### src/rtl/sm_sub_serial.sv
`default_nettype none
// ============================================================================
// Module      : sm_sub_serial
// Description : Bit-serial sign-magnitude subtractor computing
//               (sign_a,a) - (sign_b,b). The magnitude is formed one bit per
//               cycle, LSB first. A borrow out of the subtract path is
//               corrected by a second serial pass that two's-complements the
//               partial result.
//               Build option: define SM_SUB_OVF_SAT_EN to saturate mag_diff
//               to all ones on overflow. When it is undefined, mag_diff
//               carries the wrapped low N bits. overflow is flagged in both
//               builds.
// Revision    : 1.0 - initial release
// ============================================================================
module sm_sub_serial #(
    parameter int N = 4
) (
    input  logic         clk,
    input  logic         rst_n,
    input  logic         start,
    input  logic         sign_a,
    input  logic         sign_b,
    input  logic [N-1:0] a,
    input  logic [N-1:0] b,
    output logic         busy,
    output logic         done,
    output logic         sign_diff,
    output logic [N-1:0] mag_diff,
    output logic         overflow
);

    localparam int CW = (N > 1) ? $clog2(N) : 1;
    localparam logic [CW-1:0] C_LAST = CW'(N - 1);

    typedef enum logic [1:0] {
        IDLE = 2'd0,
        CALC = 2'd1,
        FIX  = 2'd2,
        DONE = 2'd3
    } state_t;

    state_t         r_state;
    state_t         w_state_nxt;

    logic [N-1:0]   r_a;
    logic [N-1:0]   r_b;
    logic [N-1:0]   r_res;
    logic           r_sign_a;
    logic           r_sign_b;
    logic           r_carry;
    logic [CW-1:0]  r_cnt;

    logic           w_add;
    logic           w_last;
    logic           w_bit;
    logic           w_carry_nxt;
    logic [N-1:0]   w_res_nxt;
    logic           w_load;
    logic           w_to_fix;
    logic           w_sign_out;
    logic           w_ovf_out;
    logic [N-1:0]   w_mag_out;

    // The subtrahend's effective sign is inverted. Equal signs mean the
    // magnitudes are added.
    assign w_add  = (r_sign_a == ~r_sign_b);
    assign w_last = (r_cnt == C_LAST);

    // One serial bit step: full-add, full-subtract, or the two's-complement
    // correction pass (invert and add the carry seeded with 1).
    always_comb begin
        w_bit       = 1'b0;
        w_carry_nxt = r_carry;
        w_res_nxt   = r_res >> 1;
        case (r_state)
            CALC: begin
                w_bit = r_a[0] ^ r_b[0] ^ r_carry;
                if (w_add) begin
                    w_carry_nxt = (r_a[0] & r_b[0]) | (r_carry & (r_a[0] ^ r_b[0]));
                end else begin
                    w_carry_nxt = (~r_a[0] & r_b[0]) | (r_carry & ~(r_a[0] ^ r_b[0]));
                end
            end
            FIX: begin
                w_bit       = ~r_res[0] ^ r_carry;
                w_carry_nxt = ~r_res[0] & r_carry;
            end
            default: ;
        endcase
        w_res_nxt[N-1] = w_bit;
    end

    // State register.
    always_ff @(posedge clk or negedge rst_n) begin
        if (!rst_n) begin
            r_state <= IDLE;
        end else begin
            r_state <= w_state_nxt;
        end
    end

    // Next-state logic, status outputs and the result to load on DONE entry.
    always_comb begin
        w_state_nxt = r_state;
        busy        = 1'b1;
        done        = 1'b0;
        w_load      = 1'b0;
        w_to_fix    = 1'b0;
        w_sign_out  = r_sign_a;
        w_ovf_out   = 1'b0;
        case (r_state)
            IDLE: begin
                busy = 1'b0;
                if (start) begin
                    w_state_nxt = CALC;
                end
            end
            CALC: begin
                if (w_last) begin
                    if (w_add || !w_carry_nxt) begin
                        w_state_nxt = DONE;
                        w_load      = 1'b1;
                        w_ovf_out   = w_add & w_carry_nxt;
                    end else begin
                        w_state_nxt = FIX;
                        w_to_fix    = 1'b1;
                    end
                end
            end
            FIX: begin
                w_sign_out = ~r_sign_a;
                if (w_last) begin
                    w_state_nxt = DONE;
                    w_load      = 1'b1;
                end
            end
            DONE: begin
                done        = 1'b1;
                w_state_nxt = IDLE;
            end
            default: begin
                w_state_nxt = IDLE;
            end
        endcase
`ifdef SM_SUB_OVF_SAT_EN
        w_mag_out = w_ovf_out ? {N{1'b1}} : w_res_nxt;
`else
        w_mag_out = w_res_nxt;
`endif
        // A true zero is always reported as positive.
        if ((w_mag_out == '0) && !w_ovf_out) begin
            w_sign_out = 1'b0;
        end
    end

    // Operand capture, shift registers, carry/borrow and bit counter.
    always_ff @(posedge clk or negedge rst_n) begin
        if (!rst_n) begin
            r_a      <= '0;
            r_b      <= '0;
            r_res    <= '0;
            r_sign_a <= 1'b0;
            r_sign_b <= 1'b0;
            r_carry  <= 1'b0;
            r_cnt    <= '0;
        end else begin
            case (r_state)
                IDLE: begin
                    if (start) begin
                        r_a      <= a;
                        r_b      <= b;
                        r_sign_a <= sign_a;
                        r_sign_b <= sign_b;
                        r_res    <= '0;
                        r_carry  <= 1'b0;
                        r_cnt    <= '0;
                    end
                end
                CALC: begin
                    r_a   <= r_a >> 1;
                    r_b   <= r_b >> 1;
                    r_res <= w_res_nxt;
                    // Entering FIX seeds the "+1" of the two's complement.
                    r_carry <= w_to_fix ? 1'b1 : w_carry_nxt;
                    r_cnt   <= w_last ? '0 : r_cnt + CW'(1);
                end
                FIX: begin
                    r_res   <= w_res_nxt;
                    r_carry <= w_carry_nxt;
                    r_cnt   <= w_last ? '0 : r_cnt + CW'(1);
                end
                default: ;
            endcase
        end
    end

    // Result registers are loaded once per operation on entry to DONE.
    always_ff @(posedge clk or negedge rst_n) begin
        if (!rst_n) begin
            sign_diff <= 1'b0;
            mag_diff  <= '0;
            overflow  <= 1'b0;
        end else if (w_load) begin
            sign_diff <= w_sign_out;
            mag_diff  <= w_mag_out;
            overflow  <= w_ovf_out;
        end
    end

endmodule
`default_nettype wire

### config.mk
export PLATFORM = sky130hd
export DESIGN_NAME = sm_sub_serial
export DESIGN_NICKNAME = d
export VERILOG_FILES = /design/src/rtl/sm_sub_serial.sv
export SDC_FILE = /design/constraint.sdc
export NUM_CORES = 1
export LEC_CHECK = 0
export ABC_CLOCK_PERIOD_IN_PS = 5600
export CORE_MARGIN = 2
export CORE_UTILIZATION = 30
export CTS_CLUSTER_DIAMETER = 150
export DETAILED_ROUTE_END_ITERATION = 10
export GPL_ROUTABILITY_DRIVEN = 0
export HOLD_SLACK_MARGIN = 0.08
export PLACE_DENSITY = 0.48
export SLEW_MARGIN = 20
export SYNTH_ARGS = -nofsm -noshare
export SYNTH_HDL_FRONTEND = slang
export SYNTH_SLANG_ARGS = --single-unit
### constraint.sdc
create_clock -name clk -period 5.6 [get_ports clk]
set_input_delay 1.12 -clock clk [delete_from_list [all_inputs] [get_ports clk]]
set_output_delay 1.12 -clock clk [all_outputs]
set_load 0.01 [all_outputs]
==> Word-level counts from Yosys, hierarchy flattened <==
Cells that the tools add are included.
{ "totals": {"reg_bits": 25, "output_inout_bits": 8} }
{ "op_classes": {"n_addsub": 1, "n_eq_ne": 8, "mux": 34, "bitwise": 16, "reduce_logical": 15} }
{ "op_table": {"columns": ["operator", "count"], "rows": [
  ["4-bit case mux with 2 select lines", 3],
  ["1-bit 2-to-1 mux", 17],
  ["4-bit 2-to-1 mux", 3],
  ["2-bit 2-to-1 mux", 5],
  ["2-bit case mux with 4 select lines", 1],
  ["2-bit AND reduction", 4],
  ["1-bit AND", 6],
  ["2-bit equality test, second input constant", 3],
  ["2-bit inequality test, second input constant", 3],
  ["1-bit case mux with 2 select lines", 3],
  ["1-bit NOT", 5],
  ["4-bit zero test", 1],
  ["2-bit case mux with 2 select lines", 1],
  ["2-bit nonzero test", 2],
  ["1-bit case mux with 3 select lines", 1],
  ["3-bit AND reduction", 1],
  ["3-bit nonzero test", 1],
  ["1-bit bitwise XOR", 3],
  ["2-bit by 1-bit adder with 2-bit output, second input constant", 1],
  ["2-bit by 1-bit equality test with 1-bit output, second input constant", 1],
  ["1-bit zero test", 2],
  ["2-bit zero test", 1],
  ["1-bit OR", 2],
  ["2-bit OR reduction", 1],
  ["3 further kinds", 3]
]} }

==> Longest topological paths before layout <==
Gate-level depths: netlist of the first run.
{ "depth": {"word_depth": 14, "mapped_depth": 8, "mapped_depth_nobuf": 7} }

==> Least setup slack after synthesis of the first run <==
OpenSTA, ideal clock, no wires.
{ "synth_path": {"path_type": "register to output", "from": "register r_state[0]", "to": "output port busy", "t_arrival_ps": 840, "t_required_ps": 4480, "setup_slack_ps": 3640, "path_stages_with_launch": 4, "path_buffers": 0, "path_cell_list": "dfrtp_1 > inv_1 > ha_1 > inv_2"} }
{ "synth_via": {"elab_chain_len": 2} }
{ "synth_rtl": {"columns": ["item", "line_no", "text"], "rows": [
  ["start, declared", "42", "state_t r_state;"],
  ["start signal, assigned", "98", "r_state <= w_state_nxt;"],
  ["2-bit zero test", "111", "case (r_state)"],
  ["1-bit 2-to-1 mux", "111", null],
  ["end, declared", "25", "output logic busy,"]
]} }
Every way passes these cells.

==> Worst setup path after layout of the first run <==
Same ends and word-level chain as after synthesis.

==> reports/metrics.csv, run 1 <==
stage,metric,value,unit
outcome,outcome,"finished, final reports clean",
power,peakVddDrop,0.221,mV
yosys,syn_avg_cell_area,10.1,um^2
sta,finalHoldViolCount,0,
power,power,990,uW
yosys,synth_common_cells,"dfrtp_1 (25), nand2_1 (11), a21oi_1 (10)",
detailed_routing,postRouteAntennaNets,0,
cts,clkLatencyLatePin,270,ps
yosys,synth-main-ff-cell,dfrtp_1,
yosys,netlist.area_leader.share,45.3,%
floorplan,fp.coreArea,4380,um^2
cts,cts_made_buffers,3,
cts,clock_path_buffers,2,
sta,grt_setup_unrepaired,no,
floorplan,die_x,71.8,um
critical_path,arrival,1920,ps
yosys,ys_ff_latch,25,
power,powerDensity,590,nW/um^2
cts,clkSlewWorstSetupHoldPaths,90,ps
cts,cts_tree,built,
cts,cts_setup_buffers,0,
cells_and_area,area_delta_synth_final,21.6,%
yosys,synth_nets,158,
power,comb_power_share,56.2,%
cts,cts-root-buf,clkbuf_8,
cells_and_area,drive_above_1_share,5.73,%
power,p_leak,0.000734,uW
sta,setup_viol,0,
grt,grt_max_degree,26,
power,power.share.sequential,32.8,%
floorplan,ios,21,
yosys,yosys.area.top_type,dfrtp_1,
yosys,postSynthCellCount,137,
yosys,synthArstFlopShare,100,%
critical_path,crit_path_start_kind,register,
cts,htreeDepth,1,
yosys,netlist-cell-type-count,35,
critical_path,critical_path_required,4480,ps
power,clkPwrFrac,11.0,%
flow_run,max_cap_violations,0,
power,p_int,555,uW
sta,period_share,54.3,%
yosys,synth_enable_flop_cells,0,
floorplan,dieArea,5160,um^2
power,netSwitchingFraction,43.9,%
cells_and_area,nNetsFinal,179,
power,switchingPower,435,uW
detailed_routing,first_iter_violations,53,
place,dp_hpwl,2350,um
sta,whs,492,ps
place,port_buffers,20,
sta,worstMarginPinSlew,521,ps
sta,clock_skew,1.69,ps
floorplan,die_h,71.8,um
sta,finalSetupTns,0,ps
sta,max_freq,0.329,GHz
min_path,hold_class,reg -> reg,
cts,cts_resized,0,
floorplan,floorplan.rows,24,
cells_and_area,final_cell_count_no_fill,209,
floorplan,start_util,31.5,%
cells_and_area,antenna_cells,0,
detailed_routing,via_per_inst,5.26,
critical_path,crit_type,reg -> out,
grt,grt_pass1_vias,1151,
yosys,ys_seq_area_share,45.3,%
cts,ctsHoldBuffers,0,
grt,grt_overflow,0,
critical_path,critPathMaxFanout,13,
sta,fin_crit,3040,ps
yosys,ys_top_cells_by_area,"dfrtp_1 (45%), ha_1 (7.3%), mux2_1 (4.1%)",
yosys,synth_area,1380,um^2
sta,slew_headroom,65.1,%
grt,grt_pass1_wl,5510,um
detailed_routing,avgRoutedWirePerCell,15.2,um
yosys,synth.most_common_cell,dfrtp_1,
sta,maxSlewViolCount,0,
grt,antenna_found_initial,0,
yosys,yosys_warnings,0,
detailed_routing,drt-pass1-iter-count,4,
detailed_routing,drc,0,
cts,cts_sinks,25,
place,place_inst,205,
detailed_routing,finalWirelength,3180,um
critical_path,end_kind,output pin,
cells_and_area,fillCellCount,447,
grt,track_usage,13.8,%
detailed_routing,vias,1100,
## cell type report
| type | instances | area (um^2) | area share [%] |
|---|---|---|---|
| Tap cell | 52 | 65.1 | 3.88 |
| Timing Repair Buffer | 21 | 208 | 12.4 |
| Sequential cell | 25 | 626 | 37.3 |
| Multi-Input combinational cell | 97 | 697 | 41.5 |
| Clock buffer | 4 | 45.0 | 2.68 |
| Inverter | 10 | 37.5 | 2.24 |
## sequential cells by signal (all words and copies together), names as in the netlist
name       flops
r_cnt          2
r_sign_a       1
r_a            4
r_state        2
r_res          4
r_sign_b       1
r_b            4
overflow       1
sign_diff      1
r_carry        1
mag_diff       4
## layer usage
metal | GRT usage (%) | share of wire [%]
met5 | 0 | 0
met4 | 4.40 | 1.6
met3 | 2.53 | 3.5
met2 | 22.0 | 45
met1 | 18.9 | 49
## worst max-delay path, cell delays in order (launching register included)
cell,delay [ps]
dfrtp_1,460
inv_1,130
ha_1,440
inv_2,120
clkdlybuf4s50_1,500
## cells by family (layout without fill, tap and decap cells)
kind of cell / after synthesis / in the layout / synth area share (%)
compound gates: 46 / 46 / 22.9
simple gates: 32 / 32 / 11.0
flops: 25 / 25 / 45.3
buf+inv: 15 / 35 / 4.17
mux: 9 / 9 / 7.07
fa+ha+maj: 8 / 8 / 7.25
xor+xnor: 2 / 2 / 2.27
## cells in the final DEF (no fill, tap or decap), types with 2 or more instances in the layout
cell             instances
a21oi_1                 10
a22o_1                   5
a31oi_1                  2
and3_1                   2
clkbuf_8                 3
clkdlybuf4s50_1         20
dfrtp_1                 25
ha_1                     8
inv_1                    9
mux2_1                   5
mux2i_1                  3
nand2_1                 11
nand2b_1                 3
nor2_1                   9
nor3_1                   3
o211ai_1                 2
o21ai_0                  3
o21ai_1                  7
o22ai_1                  8
o32ai_1                  2
## through the flow
stage | utilization (%) | worst slack, ps | instance area, um^2
3_5_place_dp | 37.2 | 2850 | 1630
4_1_cts | 38.3 | 2550 | 1680
6_report | 38.3 | 2560 | 1680
2_1_floorplan | - | 3640 | 1380
5_1_grt | 38.3 | 2390 | 1680
3_3_place_gp | 37.2 | 2920 | 1630
## power by group through the flow
stage | Clock, uW | Combinational [uW] | Sequential, uW
after floorplan | 0 | 412 | 309
after global placement | 0 | 549 | 325
after detailed placement | 0 | 557 | 328
after CTS | 113 | 558 | 325
after global routing | 122 | 623 | 336
final | 108 | 556 | 325
## path summary, 6_finish.rpt
check	start	end	slack, ps	depth (start not counted)
worst max-delay path	r_state[0]	busy	2560	4
worst max register to register	r_state[1]	overflow	3300	7
worst min-delay path	mag_diff[2]	mag_diff[2]	490	1
worst min register to register	mag_diff[2]	mag_diff[2]	490	1
min in group asynchronous	rst_n	mag_diff[1]	1210	2
max in group asynchronous	rst_n	r_b[1]	4150	2
No activity file was read; power rests on OpenSTA's default activity.
==> run 2: changes to the inputs <==
--- a/config.mk
+++ b/config.mk
@@ -5,14 +5,14 @@
 export SDC_FILE = /design/constraint.sdc
 export NUM_CORES = 1
 export LEC_CHECK = 0
-export ABC_CLOCK_PERIOD_IN_PS = 5600
+export ABC_CLOCK_PERIOD_IN_PS = 2700
 export CORE_MARGIN = 2
 export CORE_UTILIZATION = 30
 export CTS_CLUSTER_DIAMETER = 150
 export DETAILED_ROUTE_END_ITERATION = 10
 export GPL_ROUTABILITY_DRIVEN = 0
 export HOLD_SLACK_MARGIN = 0.08
-export PLACE_DENSITY = 0.48
+export PLACE_DENSITY = 0.5
 export SLEW_MARGIN = 20
 export SYNTH_ARGS = -nofsm -noshare
 export SYNTH_HDL_FRONTEND = slang
==> constraint.sdc (replaced) <==
create_clock -name clk -period 2.7 [get_ports clk]
set_input_delay 0.54 -clock clk [delete_from_list [all_inputs] [get_ports clk]]
set_output_delay 0.54 -clock clk [all_outputs]
set_load 0.01 [all_outputs]
==> reports/metrics.csv, run 2 (synthesized netlist as in run 1, its figures left out) <==
stage,metric,value,unit,change
outcome,outcome,"finished, final reports clean",,
grt,grt_pass1_vias,1208,,+5.0%
power,p_leak,0.000742,uW,+1.1%
sta,finalHoldViolCount,0,,unchanged
place,place_inst,206,,+0.49%
sta,worstMarginPinSlew,518,ps,-2.98 ps
sta,setup_viol,0,,unchanged
cts,cts_sinks,25,,unchanged
floorplan,die_h,71.8,um,unchanged
critical_path,cp.depth,4,,unchanged
floorplan,dieArea,5160,um^2,unchanged
floorplan,ios,21,,unchanged
detailed_routing,first_iter_violations,44,,-17%
critical_path,arrival,1750,ps,-170 ps
cells_and_area,final_cell_count_no_fill,210,,+0.48%
critical_path,critPathMaxStageDelay,540,ps,+40 ps
floorplan,start_util,31.5,%,unchanged
critical_path,crit_start,r_state[0],,
sta,fin_crit,2290,ps,
detailed_routing,drc,0,,unchanged
detailed_routing,postRouteAntennaNets,0,,unchanged
flow_run,max_cap_violations,0,,unchanged
min_path,min_from,mag_diff[1],,
critical_path,cp_top_family,buffers and inverters,,
sta,maxSlewViolCount,0,,unchanged
cts,cts_resized,0,,unchanged
cells_and_area,nNetsFinal,180,,+0.56%
place,dp_hpwl,2360,um,+0.72%
sta,slew_headroom,65.3,%,+0.20 points
detailed_routing,via_per_inst,5.38,,+2.2%
place,port_buffers,20,,unchanged
detailed_routing,vias,1130,,+2.7%
critical_path,end_kind,output pin,,
sta,finalSetupTns,0,ps,unchanged
detailed_routing,avgRoutedWirePerCell,14.7,um,-3.4%
sta,grt_setup_unrepaired,no,,
cts,ctsHoldBuffers,0,,unchanged
cts,cts_tree,built,,
critical_path,timing.rr.start,r_state[1],,
detailed_routing,drt-pass1-iter-count,4,,unchanged
cells_and_area,area_delta_synth_final,22.2,%,
cts,clock_path_buffers,2,,unchanged
cells_and_area,antenna_cells,0,,unchanged
critical_path,worstPathCellList,inv_1 -> ha_1 -> inv_2 -> clkdlybuf4s50_1,,
critical_path,critical_path_required,2160,ps,-2320 ps
grt,grt_max_degree,26,,unchanged
floorplan,floorplan.rows,24,,unchanged
min_path,hold_class,reg -> reg,,
floorplan,fp.coreArea,4380,um^2,unchanged
cts,cts_setup_buffers,0,,unchanged
critical_path,crit_buf_inv,3,,unchanged
detailed_routing,finalWirelength,3090,um,-2.9%
sta,period_share,84.8,%,
cells_and_area,drive_above_1_share,6.96,%,+1.2 points
critical_path,slowest_stage,clkdlybuf4s50_1,,
grt,track_usage,13.3,%,-0.50 points
critical_path,critPathMaxFanout,7,,-6
min_path,hold_path_depth,1,,unchanged
cts,cts_made_buffers,3,,unchanged
grt,grt_pass1_wl,5460,um,-1.0%
critical_path,crit_type,reg -> out,,
cts,cts-root-buf,clkbuf_8,,
cells_and_area,mostFrequentLayoutCell,dfrtp_1,,
cts,htreeDepth,1,,unchanged
power,powerDensity,1220,nW/um^2,+110%
sta,clock_skew,1.82,ps,+0.136 ps
critical_path,ff2ff_path_depth,7,,unchanged
cts,clkLatencyLatePin,270,ps,about the same
floorplan,die_x,71.8,um,unchanged
sta,max_freq,0.437,GHz,
grt,antenna_found_initial,0,,unchanged
cells_and_area,final_cell_mix,"dfrtp_1 (25), clkdlybuf4s50_1 (20), nand2_1 (11)",,
power,peakVddDrop,0.490,mV,+120%
critical_path,crit_path_start_kind,register,,
cts,clkSlewWorstSetupHoldPaths,90,ps,about the same
grt,grt_overflow,0,,unchanged
## run 2: changes by cell type in the layout (fill, tap and decap cells not counted), sizes merged
cell	delta
clkbuf	-1
buf	+1
clkinv	+1
## run 2: per-stage QoR
step / cell area (um^2) / setup WS, ps / hold slack (ps) / util (%) / total power (uW)
floorplan: 1380 / 741 / 244 / - / 1490
global placement: 1640 / 613 / 473 / 37.4 / 1820
detailed placement: 1640 / 477 / 478 / 37.4 / 1830
CTS: 1690 / 401 / 499 / 38.5 / 2070
global route: 1690 / 268 / 527 / 38.5 / 2250
finish: 1690 / 410 / 496 / 38.5 / 2060
## run 2: final timing paths
check / slack, ps / to
max: 410 / busy
min in group asynchronous: 620 / mag_diff[3]
min reg2reg: 500 / mag_diff[1]
max in group asynchronous: 1840 / r_state[0]
max reg2reg: 480 / overflow
min: 500 / mag_diff[1]
## run 2: routing by layer
| metal | vias up | wire length (um) | global-route usage [%] |
|---|---|---|---|
| met2 | 24 | 1520 | 22.0 |
| met4 | 0 | 59 | 5.45 |
| met1 | 559 | 1410 | 17.1 |
| met3 | 7 | 106 | 2.39 |
| li1 | 540 | - | - |
| met5 | - | 0 | 0 |
## run 2: layout make-up
cell class	count	area (um^2)
clock buffers	3	41.3
clock inverters	1	5.00
fillers	448	2700
inverters	10	37.5
multi-input cells	97	697
flip-flops and latches	25	626
well taps	52	65.1
repair buffers	22	215
## run 2: worst register-to-register path: cells and delay by family (launching register included)
family	cells	cell delay, ps
adders and majority gates	1	380
buffers and inverters	2	360
AOI/OAI and AO/OA	3	770
DFF	1	440
and+or+nand+nor	1	170
## run 2: power by group
| part | internal (uW) | leakage [uW] | switching, uW | total, uW |
|---|---|---|---|---|
| clock | 103 | 0.0000255 | 124 | 227 |
| sequential | 526 | 0.000309 | 144 | 670 |
| combinational | 527 | 0.000408 | 634 | 1160 |
